File: config.mk
export PLATFORM = sky130hd
export DESIGN_NAME = sys_bridge
export DESIGN_NICKNAME = d
export VERILOG_FILES = /design/src/rtl/sys_bridge.sv
export SDC_FILE = /design/constraint.sdc
export NUM_CORES = 1
export LEC_CHECK = 0
export ABC_AREA = 1
export ABC_CLOCK_PERIOD_IN_PS = 3950
export CORE_ASPECT_RATIO = 1.4
export CORE_UTILIZATION = 30
export CTS_CLUSTER_SIZE = 40
export DETAILED_ROUTE_END_ITERATION = 7
export GPL_ROUTABILITY_DRIVEN = 0
export PLACE_DENSITY = 0.53
export SLEW_MARGIN = 20
export SYNTH_ARGS = -nofsm -noshare
export SYNTH_HDL_FRONTEND = slang
export SYNTH_HIERARCHICAL = 1
export SYNTH_SLANG_ARGS = --single-unit
File: constraint.sdc
create_clock -name clk -period 3.95 [get_ports clk]
set_input_delay 1.185 -clock clk [delete_from_list [all_inputs] [get_ports clk]]
set_output_delay 1.185 -clock clk [all_outputs]
set_load 0.05 [all_outputs]
File: src/rtl/sys_bridge.sv
// rtl/sys_bridge.sv - CPU/IO bridge responder: two timers, output register, synchronised input port
//
// sys_bridge ports:
//   clk, rst       clock, asynchronous active-high reset
//   PrAddr[29:0]   CPU word address (byte address bits [31:2])
//   PrWD, PrBE     write data and per-byte enables
//   IOWrite        one-cycle write strobe
//   PrRD           combinational read data for PrAddr
//   HWInt[7:2]     interrupt lines to CP0 ([2] timer0, [3] timer1)
//   dev_in         asynchronous external input
//   dev_out        output device register
//
// sys_bridge_timer ports:
//   wr_ctrl_i, wr_preset_i   write strobes for CTRL / PRESET
//   wd_i, wmask_i            write data and expanded byte mask
//   ctrl_o, preset_o, count_o, irq_o   register views and masked interrupt

module sys_bridge_timer (
    input  logic        clk,
    input  logic        rst,
    input  logic        wr_ctrl_i,
    input  logic        wr_preset_i,
    input  logic [31:0] wd_i,
    input  logic [31:0] wmask_i,
    output logic [3:0]  ctrl_o,
    output logic [31:0] preset_o,
    output logic [31:0] count_o,
    output logic        irq_o
);
    typedef enum logic [1:0] {IDLE, LOAD, CNT, INTR} state_t;

    state_t      state_q;
    logic [3:0]  ctrl_q;
    logic [31:0] preset_q, preset_d;
    logic [31:0] count_q;
    logic        pending_q;
    logic        en, auto_reload;

    assign en          = ctrl_q[0];
    assign auto_reload = (ctrl_q[2:1] == 2'b01);
    assign preset_d    = (preset_q & ~wmask_i) | (wd_i & wmask_i);

    always_ff @(posedge clk or posedge rst) begin
        if (rst) begin
            state_q   <= IDLE;
            ctrl_q    <= 4'b0;
            preset_q  <= 32'b0;
            count_q   <= 32'b0;
            pending_q <= 1'b0;
        end else begin
            if (wr_preset_i)
                preset_q <= preset_d;
            if (wr_ctrl_i)
                pending_q <= 1'b0;

            case (state_q)
                IDLE: if (en) state_q <= LOAD;
                LOAD: begin
                    if (!en) begin
                        state_q <= IDLE;
                    end else begin
                        count_q <= preset_q;
                        state_q <= CNT;
                    end
                end
                CNT: begin
                    if (!en) begin
                        state_q <= IDLE;
                    end else if (count_q > 32'd1) begin
                        count_q <= count_q - 32'd1;
                    end else begin
                        // PRESET of 0 or 1 both expire here
                        count_q <= 32'b0;
                        state_q <= INTR;
                    end
                end
                INTR: begin
                    if (!en) begin
                        state_q <= IDLE;
                    end else if (auto_reload) begin
                        state_q <= LOAD;
                    end else begin
                        ctrl_q[0] <= 1'b0;
                        // a CTRL write in this cycle clears the pending flag instead
                        if (!wr_ctrl_i)
                            pending_q <= 1'b1;
                        state_q <= IDLE;
                    end
                end
                default: state_q <= IDLE;
            endcase

            // placed last so a CPU write of En overrides the one-shot auto-clear
            if (wr_ctrl_i && wmask_i[0])
                ctrl_q <= wd_i[3:0];
        end
    end

    assign ctrl_o   = ctrl_q;
    assign preset_o = preset_q;
    assign count_o  = count_q;
    assign irq_o    = ctrl_q[3] & (pending_q | (state_q == INTR));
endmodule

module sys_bridge #(
    parameter logic [31:0] TIMER0_BASE = 32'h0000_7F00,
    parameter logic [31:0] TIMER1_BASE = 32'h0000_7F10,
    parameter logic [31:0] OUT_ADDR    = 32'h0000_7F20,
    parameter logic [31:0] IN_ADDR     = 32'h0000_7F24
) (
    input  logic        clk,
    input  logic        rst,
    input  logic [29:0] PrAddr,
    input  logic [31:0] PrWD,
    input  logic [3:0]  PrBE,
    input  logic        IOWrite,
    output logic [31:0] PrRD,
    output logic [7:2]  HWInt,
    input  logic [31:0] dev_in,
    output logic [31:0] dev_out
);
    logic [31:0] wmask;
    logic [29:0] off0, off1;
    logic        t0_hit, t1_hit, out_hit, in_hit;
    logic [31:0] out_q, out_d;
    logic [31:0] sync1_q, sync2_q;
    logic [3:0]  ctrl0, ctrl1;
    logic [31:0] preset0, preset1, count0, count1;
    logic        irq0, irq1;

    assign wmask = {{8{PrBE[3]}}, {8{PrBE[2]}}, {8{PrBE[1]}}, {8{PrBE[0]}}};

    // decode in word units; bases are word aligned
    assign off0    = PrAddr - TIMER0_BASE[31:2];
    assign off1    = PrAddr - TIMER1_BASE[31:2];
    assign t0_hit  = (off0 < 30'd3);
    assign t1_hit  = (off1 < 30'd3);
    assign out_hit = (PrAddr == OUT_ADDR[31:2]);
    assign in_hit  = (PrAddr == IN_ADDR[31:2]);

    sys_bridge_timer u_timer0 (
        .clk         (clk),
        .rst         (rst),
        .wr_ctrl_i   (IOWrite && t0_hit && off0[1:0] == 2'd0),
        .wr_preset_i (IOWrite && t0_hit && off0[1:0] == 2'd1),
        .wd_i        (PrWD),
        .wmask_i     (wmask),
        .ctrl_o      (ctrl0),
        .preset_o    (preset0),
        .count_o     (count0),
        .irq_o       (irq0)
    );

    sys_bridge_timer u_timer1 (
        .clk         (clk),
        .rst         (rst),
        .wr_ctrl_i   (IOWrite && t1_hit && off1[1:0] == 2'd0),
        .wr_preset_i (IOWrite && t1_hit && off1[1:0] == 2'd1),
        .wd_i        (PrWD),
        .wmask_i     (wmask),
        .ctrl_o      (ctrl1),
        .preset_o    (preset1),
        .count_o     (count1),
        .irq_o       (irq1)
    );

    assign out_d = (out_q & ~wmask) | (PrWD & wmask);

    always_ff @(posedge clk or posedge rst) begin
        if (rst) begin
            out_q   <= 32'b0;
            sync1_q <= 32'b0;
            sync2_q <= 32'b0;
        end else begin
            if (IOWrite && out_hit)
                out_q <= out_d;
            sync1_q <= dev_in;
            sync2_q <= sync1_q;
        end
    end

    always_comb begin
        PrRD = 32'b0;
        if (t0_hit) begin
            case (off0[1:0])
                2'd0:    PrRD = {28'b0, ctrl0};
                2'd1:    PrRD = preset0;
                default: PrRD = count0;
            endcase
        end else if (t1_hit) begin
            case (off1[1:0])
                2'd0:    PrRD = {28'b0, ctrl1};
                2'd1:    PrRD = preset1;
                default: PrRD = count1;
            endcase
        end else if (out_hit) begin
            PrRD = out_q;
        end else if (in_hit) begin
            PrRD = sync2_q;
        end
    end

    assign dev_out = out_q;
    assign HWInt   = {4'b0, irq1, irq0};
endmodule

# Word-level counts from Yosys, hierarchy flattened
# Index checks and enable logic that the tools add are counted.
[word_totals]
reg_bits = 238
latchBits = 0
ramBits = 0
romBits = 0
in_bits = 101
output_inout_bits = 70
memories = 0
[op_classes]
add_sub_neg = 4
n_mul = 0
div_mod_pow = 0
order_cmp = 4
n_eq_ne = 20
shifts = 0
muxes = 46
bitwise = 12
n_reduce_logical = 21
[ops]
columns = ["operator", "n"]
rows = [
  ["32-bit 2-to-1 mux", 10],
  ["32-bit one-hot mux with 2 select lines", 4],
  ["32-bit AND", 4],
  ["32-bit bitwise OR", 3],
  ["32-bit by 1-bit > comparator with 1-bit output (second input constant)", 2],
  ["32-bit by 1-bit subtractor with 32-bit output (second input constant)", 2],
  ["30-bit by 13-bit == test with 1-bit output (second input constant)", 2],
  ["30-bit by 2-bit less-than comparator with 1-bit output (second input constant)", 2],
  ["30-bit by 13-bit subtractor with 30-bit output (second input constant)", 2],
  ["32-bit inverter", 1],
  ["1-bit 2-to-1 mux", 20],
  ["2-bit 2-to-1 mux", 10],
  ["2-bit one-hot mux with 4 select lines", 2],
  ["2-bit by 1-bit == test with 1-bit output (second input constant)", 6],
  ["2-bit by 1-bit inequality test with 1-bit output (second input constant)", 6],
  ["1-bit logical AND", 9],
  ["2-bit == test (second input constant)", 4],
  ["2-bit zero test", 4],
  ["2-bit nonzero test", 4],
  ["3-bit inequality test (second input constant)", 2],
  ["3-bit AND reduction", 2],
  ["2-bit AND reduction", 2],
  ["1-bit AND", 2],
  ["1-bit bitwise OR", 2],
]

# Logic depth before layout (Yosys ltp)
# Gate-level depths: netlist (run 1).
[depth]
word_depth = 9
depth_mapped = 17
ltp_nobuf = 16

# By module
# The synthesis (run 1) kept the hierarchy.
[modules_own_cells]
columns = ["module", "instances", "cells_per_inst", "area_each_um2", "seq_area_each_um2"]
rows = [
  ["sys_bridge_timer", 2, 542, 4031.4, 1776.7],
  ["sys_bridge", 1, 860, 6238.5, 2402.3],
]

# Worst setup path before layout (run 1)
# No wires, ideal clock.
[synth_timing]
path_kind = "input to output"
startpoint = "in PrAddr[7]"
endpoint = "out PrRD[11]"
arrival_ps = 3233
t_required_ps = 2765
setup_slack_ps = -468
path_stages = 12
path_buffers = 2
path_cell_list = "nand2_1 > nor2_2 > nand2_2 > buf_6 > nand3_2 > nand2_1 > a21oi_1 > nand3_1 > nor2_4 > buf_4 > a21oi_1 > a21oi_1"
[synth_between]
elab_chain_len = 5
[synth_lines]
columns = ["element", "line", "text"]
rows = [
  ["start, declared", "113", "input logic [29:0] PrAddr,"],
  ["parallel branches: the longest is 4 deep, another holds 30-bit by 13-bit subtractor with 30-bit output", "-", ""],
  ["32-bit 2-to-1 mux (*)", "184", "if (t0_hit) begin"],
  ["end, declared", "117", "output logic [31:0] PrRD,"],
]
# Mark *: on every way between the ends.

# Worst setup path in the final report (run 1)
[layout_timing]
startpoint = "in PrAddr[15]"
endpoint = "out PrRD[24]"
# Same word-level chain as after synthesis.

==> qor.txt, run 1 <==
Violated checks: negative setup slack
Vias per inst: 5.200
Post-Syn Area: 14300 sq um
Post-synth top area cell: dfrtp_1
Die Y-Extent: 260.3 microns
Top post-synthesis cells by area: dfrtp_1 42%, nand2_1 12%, a21oi_1 8.1%
WL/cell: 21.22 microns
RSZ-0062 raised after global routing: true
Synth cell types: 45
Switching Power: 1.347 mW
Grt total ovfl: 0
Peak supply drop: 254.9 uV
Number of synthesized flops with an enable pin: 0
Setup TNS: -15.58 ns
Area fraction of the dominant cell type after synthesis: 41.64%
Seq/Total Area, Yosys: 41.64%
Pwr/cell area: 277.6 nW/um^2
Area grow syn2layout: 42.84%
Min Tclk post-route: 4.488 ns
Rel. slew slack: 33.41%
Die ar.: 48560 sq um
Critical Path RT: 2.76 ns
Number of synthesis warnings: 6
Placed insts: 2771
Via count: 14842
Layout cells sized above 1: 24.85%
Core ar.: 47050 sq um
Cell leakage power: 9.702 nW
CP max FO: 6
IO buf count: 166
Clock network power share: 48.1%
Most used DFF post-synth: dfrtp_1
Ports: 171
# fillers: 4687
Max_cap viols: 0
Period utilization: 113.6%
Setup violators final: 32
Layout Cells excl Fill: 2854
Vias in the first global route: 14849
Post-synth ARST share: 100.0%
Mapped Cells: 1944
Mean post-synth cell area: 7.357 sq um
CTS tree: built
Startpoint Class: primary input
FF/Latch Area: 5956 sq um
Clock transition at path regs: 0.06 ns
Peak Freq: 222.8 MHz
Final #Nets: 2319
Initial core utilization: 30.40%
Final hold slack: 0.3472 ns
Chip width: 186.5 microns
Logic pwr share: 8.1%
Clock Latency Late Sink: 0.57 ns
Initial antenna violation count: 1
Sw Share: 23.76%
GRT Overall Usage: 24.70%
Top post-synthesis cells by count: 471 x nand2_1, 238 x dfrtp_1, 232 x a21oi_1
Cell Rows: 94
First-pass GRT wire length: 91140 microns
Worst setup EP type: output pin
Initial drt markers: 1091
Max clock buf depth: 3
Clk sinks: 238
WL final: 60550 microns
Number of routed nets with antenna violations: 0
Internal power: 4.323 mW
Root Driver: clkbuf_16
Worst Path Arrival: 3.30 ns
Hold buffers post-CTS: 0
Final WS setup: -0.5375 ns
Largest net degree at the start of global routing: 72
Critical path class: primary input to output pin
Status: finished with violations
Most common cell in the netlist: nand2_1
H-tree depth: 1
Final Hold Violating Endpoints: 0
Synthesized flop and latch total: 238
CTS Buf Count: 25
Multi-input gate area: 8315 sq um
Tot Pwr: 5.670 mW
Post-DP HPWL: 43430 microns
Slew Limit Fails: 0
Clk_skew: 0.01966 ns
Slew @ Worst Pin: 0.9966 ns
Sequential power share: 43.8%
TritonRoute pass-1 iters: 5
Residual DRC count: 0
Worst Hold Class: flip-flop to flip-flop
## critical path, stage by stage
cell	delay, ns
buf_8	0.10
nor2_4	0.15
buf_6	0.12
nand2_4	0.06
nor2_8	0.15
nand2_2	0.07
nor2_2	0.12
xor2_1	0.18
nand3_2	0.13
nor2_4	0.14
buf_12	0.15
buf_6	0.12
buf_16	0.13
nand4_1	0.10
nand2_2	0.11
clkinvlp_4	0.10
buf_12	0.15
## placed cells by master (no fill, tap or decap), types with 33 or more instances in the layout
| master | count |
|---|---|
| nand2_1 | 451 |
| dfrtp_1 | 238 |
| nor2_1 | 190 |
| a21oi_1 | 187 |
| nand3_1 | 162 |
| inv_1 | 150 |
| buf_4 | 112 |
| clkdlybuf4s50_1 | 105 |
| a31oi_1 | 64 |
| buf_12 | 63 |
| nor2_4 | 46 |
| nand3_2 | 43 |
| nor2_2 | 33 |
## cells by family after synthesis
kind of cell | synth area share (%)
DFF | 41.64
buffers and inverters | 8.023
and+or+nand+nor | 32.69
adders and majority gates | 0.3500
muxes | 2.520
xor gates and xnor gates | 1.347
other | 0.02622
AOI/OAI and AO/OA | 13.39
## final cells by class
type	instances	area share (%)
sequential	238	29.15
antenna	1	0.01225
multi-input combinational	1448	40.71
clock buffer	31	3.320
inverter	169	3.154
timing repair buffer	332	18.62
clock inverter	11	1.213
tap	624	3.822
## power groups by stage
| stage | clock, mW | combinational, mW | sequential, mW |
|---|---|---|---|
| 3_5_place_dp | 0 | 0.420 | 2.53 |
| 5_1_grt | 2.86 | 0.493 | 2.48 |
| 3_3_place_gp | 0 | 0.421 | 2.53 |
| 2_1_floorplan | 0 | 0.144 | 2.52 |
| 6_report | 2.73 | 0.461 | 2.48 |
| 4_1_cts | 2.78 | 0.458 | 2.48 |
## path summary, 6_finish.rpt
path                                      from                   end  slack (ns)  cells past startpoint
max                                 PrAddr[15]              PrRD[24]       -0.54                     17
min in group asynchronous                  rst             async pin        1.18                      3
max in group asynchronous                  rst   u_timer0/state_q[0]        2.04                      3
max reg2reg                u_timer1/state_q[0]  u_timer1/count_o[11]        1.36                      6
min                                 sync1_q[8]            sync2_q[8]        0.35                      0
min reg2reg                         sync1_q[8]            sync2_q[8]        0.35                      0
## stage by stage
step | worst slack (ns) | util (%) | instance area, sq um
floorplan | -0.05811 | - | 14650
global placement | -1.004 | 38.45 | 18090
detailed placement | -0.9800 | 38.45 | 18090
CTS | -0.4703 | 43.27 | 20350
global route | -0.6297 | 43.42 | 20430
finish | -0.5375 | 43.42 | 20430
## timing repair
action | 4_1_cts | 5_1_grt
endpoints found under the hold margin | 0 | 0
pin swaps | 89 | 14
buffers inserted | 30 | 3
setup endpoints to repair | 32 | 32
gates resized for setup | 320 | 20
gates cloned | 11 | 0
## routing by layer
layer  up-vias  wire length, microns  track usage [%]
met5         -                     0                0
met4         0                  4572            16.92
met3       202                  2984            3.133
met2       527                 31140            45.20
met1      7179                 21850            26.54
li1       6934                     -                -
Power figures use the tool's default switching activity.
==> run 2: changes to the inputs <==
--- a/config.mk
+++ b/config.mk
@@ -7,6 +7,7 @@
 export LEC_CHECK = 0
 export ABC_AREA = 1
 export ABC_CLOCK_PERIOD_IN_PS = 3950
+export CAP_MARGIN = 20
 export CORE_ASPECT_RATIO = 1.4
 export CORE_UTILIZATION = 30
 export CTS_CLUSTER_SIZE = 40
==> results of run 2 <==
No change in the layout: final DEF, timing and power equal those of run 1.
